--- src/rtl/snn_cfg_pkg.sv ---
// snn_cfg_pkg
//   Shared definitions for the SNN configuration loader: the loader FSM
//   state encoding, the default frame start marker and the byte offsets of
//   each field inside the configuration image for the default bus geometry
//   (640-bit weights, 320-bit delays).
package snn_cfg_pkg;

    typedef enum logic [1:0] {
        IDLE  = 2'd0,
        LOAD  = 2'd1,
        CSUM  = 2'd2,
        CHECK = 2'd3
    } cfg_state_t;

    localparam logic [7:0] SYNC_BYTE_DEFAULT = 8'hA5;

    // Default geometry the offsets below are expressed against.
    localparam int W_BITS_DEFAULT = 640;
    localparam int D_BITS_DEFAULT = 320;

    // Byte offsets inside {refractory_period, decay, threshold, delays, weights}.
    localparam int WEIGHTS_OFF = 0;
    localparam int DELAYS_OFF  = 80;
    localparam int THR_OFF     = 120;
    localparam int DECAY_OFF   = 121;
    localparam int REFR_OFF    = 122;

endpackage

--- src/rtl/snn_config_loader.sv ---
// snn_config_loader
//   Receives a framed byte stream (SYNC, N_DATA data bytes, checksum) and
//   builds a shadow configuration image. When the modulo-256 sum of the data
//   bytes matches the checksum byte, the whole image is copied in one cycle
//   into the active registers that drive the network, so the network never
//   observes a partially written configuration.
//
// Ports
//   clk, reset_n         clock, asynchronous active-low reset
//   in_data/in_valid     byte stream input
//   in_ready             loader accepts a byte this cycle
//   abort                synchronous frame abort (drops the frame in progress)
//   weights, delays      active packed weight / delay buses
//   threshold, decay,
//   refractory_period    active neuron parameters
//   busy                 a frame is in progress
//   commit_pulse         one-cycle strobe on a successful commit
//   cfg_loaded           sticky, set on the first successful commit
//   crc_error            sticky, set on checksum mismatch, cleared by next SYNC
//
// Handshake: a byte transfers on a rising edge where in_valid && in_ready.
// in_ready is low only during the one-cycle CHECK state or while abort is high.
module snn_config_loader
    import snn_cfg_pkg::*;
#(
    parameter int         W_BITS    = 640,
    parameter int         D_BITS    = 320,
    parameter logic [7:0] SYNC_BYTE = SYNC_BYTE_DEFAULT
) (
    input  logic              clk,
    input  logic              reset_n,
    input  logic [7:0]        in_data,
    input  logic              in_valid,
    output logic              in_ready,
    input  logic              abort,
    output logic [W_BITS-1:0] weights,
    output logic [D_BITS-1:0] delays,
    output logic [7:0]        threshold,
    output logic [7:0]        decay,
    output logic [7:0]        refractory_period,
    output logic              busy,
    output logic              commit_pulse,
    output logic              cfg_loaded,
    output logic              crc_error
);

    localparam int N_DATA   = (W_BITS + D_BITS) / 8 + 3;
    localparam int IMG_BITS = N_DATA * 8;
    localparam int CNT_W    = $clog2(N_DATA);

    // The package offsets describe the default geometry; when the buses are
    // resized, every field after the weights shifts by the size difference.
    localparam int SHIFT_W   = (W_BITS - W_BITS_DEFAULT) / 8;
    localparam int SHIFT_WD  = (W_BITS + D_BITS - W_BITS_DEFAULT - D_BITS_DEFAULT) / 8;
    localparam int W_BIT_OFF = WEIGHTS_OFF * 8;
    localparam int D_BIT_OFF = (DELAYS_OFF + SHIFT_W) * 8;
    localparam int T_BIT_OFF = (THR_OFF + SHIFT_WD) * 8;
    localparam int C_BIT_OFF = (DECAY_OFF + SHIFT_WD) * 8;
    localparam int R_BIT_OFF = (REFR_OFF + SHIFT_WD) * 8;

    localparam logic [CNT_W-1:0] LAST_CNT = CNT_W'(N_DATA - 1);

    cfg_state_t          state_q, state_d;
    logic [CNT_W-1:0]    cnt_q;
    logic [7:0]          sum_q;
    logic [7:0]          csum_q;
    logic [IMG_BITS-1:0] shadow_q;

    logic accept;
    logic sum_match;

    // ------------------------------------------------------------------
    // FSM: state register
    // ------------------------------------------------------------------
    always_ff @(posedge clk or negedge reset_n) begin
        if (!reset_n) begin
            state_q <= IDLE;
        end else begin
            state_q <= state_d;
        end
    end

    // ------------------------------------------------------------------
    // FSM: next state and handshake
    // ------------------------------------------------------------------
    always_comb begin
        state_d   = state_q;
        in_ready  = (state_q != CHECK) && !abort;
        accept    = in_valid && in_ready;
        sum_match = (csum_q == sum_q);

        unique case (state_q)
            IDLE: begin
                if (accept && (in_data == SYNC_BYTE)) state_d = LOAD;
            end
            LOAD: begin
                // SYNC values inside the frame are plain data: no resync.
                if (abort)                               state_d = IDLE;
                else if (accept && (cnt_q == LAST_CNT))  state_d = CSUM;
            end
            CSUM: begin
                if (abort)       state_d = IDLE;
                else if (accept) state_d = CHECK;
            end
            CHECK: begin
                state_d = IDLE;
            end
            default: state_d = IDLE;
        endcase
    end

    assign busy = (state_q != IDLE);

    // ------------------------------------------------------------------
    // Datapath: shadow image, running sum, active registers, flags
    // ------------------------------------------------------------------
    always_ff @(posedge clk or negedge reset_n) begin
        if (!reset_n) begin
            cnt_q             <= '0;
            sum_q             <= '0;
            csum_q            <= '0;
            shadow_q          <= '0;
            weights           <= '0;
            delays            <= '0;
            threshold         <= '0;
            decay             <= '0;
            refractory_period <= '0;
            commit_pulse      <= 1'b0;
            cfg_loaded        <= 1'b0;
            crc_error         <= 1'b0;
        end else begin
            commit_pulse <= 1'b0;
            unique case (state_q)
                IDLE: begin
                    if (accept && (in_data == SYNC_BYTE)) begin
                        cnt_q     <= '0;
                        sum_q     <= '0;
                        crc_error <= 1'b0;
                    end
                end
                LOAD: begin
                    if (accept) begin
                        shadow_q[{cnt_q, 3'b000} +: 8] <= in_data;
                        sum_q <= sum_q + in_data;
                        cnt_q <= cnt_q + CNT_W'(1);
                    end
                end
                CSUM: begin
                    if (accept) csum_q <= in_data;
                end
                CHECK: begin
                    // Abort wins over the commit decision.
                    if (!abort) begin
                        if (sum_match) begin
                            weights           <= shadow_q[W_BIT_OFF +: W_BITS];
                            delays            <= shadow_q[D_BIT_OFF +: D_BITS];
                            threshold         <= shadow_q[T_BIT_OFF +: 8];
                            decay             <= shadow_q[C_BIT_OFF +: 8];
                            refractory_period <= shadow_q[R_BIT_OFF +: 8];
                            commit_pulse      <= 1'b1;
                            cfg_loaded        <= 1'b1;
                        end else begin
                            crc_error <= 1'b1;
                        end
                    end
                end
                default: ;
            endcase
        end
    end

endmodule

--- config.mk ---
export PLATFORM = sky130hd
export DESIGN_NAME = snn_config_loader
export DESIGN_NICKNAME = d
export VERILOG_FILES = /design/src/rtl/snn_cfg_pkg.sv /design/src/rtl/snn_config_loader.sv
export SDC_FILE = /design/constraint.sdc
export NUM_CORES = 2
export LEC_CHECK = 0
export BUFFER_PORTS_ARGS = -buffer_cell sky130_fd_sc_hd__buf_4
export CAP_MARGIN = 20
export CORE_MARGIN = 2
export CORE_UTILIZATION = 30
export DETAILED_ROUTE_END_ITERATION = 8
export GPL_TIMING_DRIVEN = 0
export HOLD_SLACK_MARGIN = 0.05
export PLACE_DENSITY = 0.47
export SYNTH_ARGS = -nofsm -noshare
export SYNTH_HDL_FRONTEND = slang
export SYNTH_SLANG_ARGS = --single-unit
export TNS_END_PERCENT = 10
--- constraint.sdc ---
create_clock -name clk -period 4.09 [get_ports clk]
set_input_delay 0.818 -clock clk [delete_from_list [all_inputs] [get_ports clk]]
set_output_delay 0.818 -clock clk [all_outputs]
set_load 0.02 [all_outputs]
==> flow_summary_export.csv <==
group,metric,value,unit
yosys,yosysTopAreaCell,"dfrtp_1",
worst_hold_path,min_to,"state_q[1]$_DFFE_PN0P_",
critical_path,crit_slowest_cell,"a211oi_4",
critical_path,crit_path_max_fanout,10,
yosys,synth.most_common_cell,"dfrtp_1",
run,cap_violations,0,
pwr,power_density,428,nW/um^2
yosys,postSynthAreaPerCell,15.4,um^2
critical_path,ff2ff_path_depth,11,
floorplan,num_rows,185,
drt,drcViolationCount,0,
yosys,synthFlopType,"dfrtp_1",
worst_hold_path,min_from,"abort",
critical_path,crit_required,4.89,ns
critical_path,path_class,"reg2reg",
clocking,clock_latency,0.88,ns
critical_path,cp_top_family,"buffers and inverters",
worst_hold_path,hold_path_class,"in2reg",
critical_path,ff2ff_setup_slack,0.14,ns
clocking,cts_made_buffers,218,
critical_path,reg2reg_from,"cnt_q[0]$_DFFE_PN0P_",
drt,dr.pass1.iters,5,
cells_and_area,drive_gt1_frac,0.535,
yosys,synth_nets,5022,
sta,setup_violations,0,
critical_path,critPathBufInv,5,
status,status,"completed",
yosys,seq_area_frac_synth,0.650,
cells_and_area,post-route-util,0.386,
yosys,synth_area_leaders,"dfrtp_1 65%, mux2_2 25%, o21ai_0 2.0%",
yosys,synthArstFlopShare,1.00,
critical_path,cp-end-kind,"register",
yosys,netlist_area,76800,um^2
placed_design,hpwlAfterDp,231000,um
drt,first_iter_violations,2950,
sta,worst_pin_slew,1.18,ns
sta,drv_slew,0,
grt,antenna_found_initial,21,
floorplan,coreArea,254000,um^2
sta,fmax,253,MHz
placed_design,io_buffers,999,
sta,rsz0062_at_grt,"false",
critical_path,r2r_end,"shadow_q[248]$_DFFE_PN0P_",
floorplan,start_util,0.302,
floorplan,die_w,510,um
critical_path,arrival,4.74,ns
grt,grt_pass1_wl,417000,um
clocking,htree_num_levels,4,
yosys,synth_cells,4997,
clocking,cts-root-buf,"clkbuf_16",
sta,fin_crit_sh,0.965,
floorplan,io_pins,1001,
pwr,vdd_ir_drop_max,0.000393,V
clocking,cts_tree,"done",
grt,grt_pass1_vias,49300,
critical_path,cp_cell_sequence,"clkbuf_2, inv_1, ha_1, buf_2, nor3b_4, clkbuf_4, clkbuf_2, a211oi_4, nand2_1, nor2_1, mux2_2",
drt,vias_per_cell,4.83,
grt,track_usage,0.232,
pwr,power,42.0,mW
critical_path,critPathMostFrequentCell,"clkbuf_2",
yosys,ys_top_cells_by_count,"1996 x dfrtp_1, 1723 x mux2_2, 304 x o21ai_0",
sta,slew_headroom,0.204,
grt,grt_remaining_overflow,0,
yosys,yosysWarningCount,0,
sta,period_needed,3.95,ns
clocking,cts_sinks,1996,
sta,tns,0,ns
yosys,yosysUniqueCellTypes,74,
sta,finClkSkew,0.0545,ns
cells_and_area,nets,6329,
cells_and_area,area_growth,27.9,%
cells_and_area,stdcell_area,98200,um^2
placed_design,post_dp_cell_area,90100,um^2
yosys,synth_top_area_share,0.650,
drt,ant_nets,0,
clocking,clockBufferDepth,3,
drt,routed_wl,306000,um
worst_hold_path,whs_path_depth,2,
placed_design,gp_congestion,0.827,
yosys,synth_edf_count,0,
yosys,ys_ff_latch,1996,
cells_and_area,fill_cells,24200,
critical_path,cp-start-kind,"register",
drt,dr_total_vias,47600,
critical_path,crit_path_max_incr_delay,0.64,ns
clocking,cts.clk_slew.worst_paths,0.07,ns
sta,hold_violations,0,
floorplan,fp.dieH,510,um
pwr,power_leakage,49.8,nW
drt,post_drt_wl_per_cell,31.0,um
floorplan,dieArea,260000,um^2
grt,grt_max_degree,178,
[per-stage QoR]
step	cells	setup WS, ns	hold WS, ns
4_1_cts	9842	-0.0332	0.111
5_1_grt	9851	0.0156	0.154
6_report	9862	0.144	0.199
3_5_place_dp	9434	-1.48	0.462
2_1_floorplan	4997	0.989	0.444
3_3_place_gp	9362	-23.46	0.453
[area by class of cell]
| cell class | count | area (um^2) | share of cell area |
|---|---|---|---|
| sequential | 1996 | 49900 | 0.509 |
| multi-input combinational | 2721 | 26200 | 0.267 |
| timing repair buffer | 1087 | 9130 | 0.0930 |
| clock buffer | 316 | 6380 | 0.0649 |
| tap | 3366 | 4210 | 0.0429 |
| buffer | 266 | 1260 | 0.0128 |
| clock inverter | 80 | 963 | 0.00981 |
| inverter | 14 | 52.6 | 0.000535 |
| antenna | 16 | 40.0 | 0.000408 |
[state kept, by name, summed over array words and instances, names as in the netlist, 8 cells and up]
register,flops
threshold,8
sum_q,8
csum_q,8
decay,8
refractory_period,8
delays,320
weights,640
shadow_q,984
[kinds of logic after synthesis]
family	synth area share
adders and majority gates	0.00222
muxes	0.257
and+or+nand+nor	0.0406
AOI/OAI and AO/OA	0.0317
buffers and inverters	0.0160
xor gates and xnor gates	0.00205
DFF	0.650
[layer usage]
layer  global-route usage  vias up  wire [um]
li1                     -    20400          -
met1                0.292    25400     127000
met2                0.375     1402     143000
met3               0.0799      373      25900
met4               0.0719        0      10100
met5                    0        -          0
[worst max-delay path by stage]
stage,startpoint,to,slack (ns),depth (start not counted)
6_report,cnt_q[0]$_DFFE_PN0P_,shadow_q[248]$_DFFE_PN0P_,0.14,11
3_5_place_dp,cnt_q[0]$_DFFE_PN0P_,shadow_q[431]$_DFFE_PN0P_,-1.48,11
2_1_floorplan,cnt_q[0]$_DFFE_PN0P_,shadow_q[128]$_DFFE_PN0P_,0.99,10
5_1_grt,cnt_q[0]$_DFFE_PN0P_,shadow_q[880]$_DFFE_PN0P_,0.02,10
4_1_cts,cnt_q[0]$_DFFE_PN0P_,shadow_q[643]$_DFFE_PN0P_,-0.03,11
3_3_place_gp,reset_n,shadow_q[864]$_DFFE_PN0P_,-23.46,1
[repair_timing]
action | in CTS | in global routing
endpoints found under the setup margin | 923 | 575
pin swaps | 14 | 3
cloned | 0 | 1
endpoints found under the hold margin | 108 | 0
hold buffers | 1 | 0
gates resized for setup | 94 | 20
setup buffers | 11 | 1
[report_power, final]
part	switching (mW)	internal [mW]
Sequential	0.0253	19.8
Combinational	1.68	0.356
Clock	8.49	11.7
Total	10.2	31.8
[cells in the final DEF, fill, tap and decap left out, types with 9 or more instances in the layout]
cell type / count
dfrtp_1: 1995
o21ai_0: 304
clkbuf_16: 221
nand2_1: 183
ha_1: 12
buf_12: 15
diode_2: 16
buf_4: 1016
bufinv_16: 14
mux2_1: 29
nor2_4: 14
nand3_4: 20
nor2_1: 71
nor2_2: 12
inv_1: 14
clkbuf_2: 28
o31ai_1: 38
buf_8: 29
nor3_4: 32
and3_1: 25
nand2_2: 16
or2_2: 9
mux2_2: 1723
nor3_1: 23
nand3_1: 34
clkinv_2: 47
clkbuf_1: 170
buf_6: 11
buf_16: 27
nand3_2: 17
clkbuf_8: 51
a211oi_4: 17
xnor2_1: 17
buf_2: 89
Power figures use the tool's default switching activity.
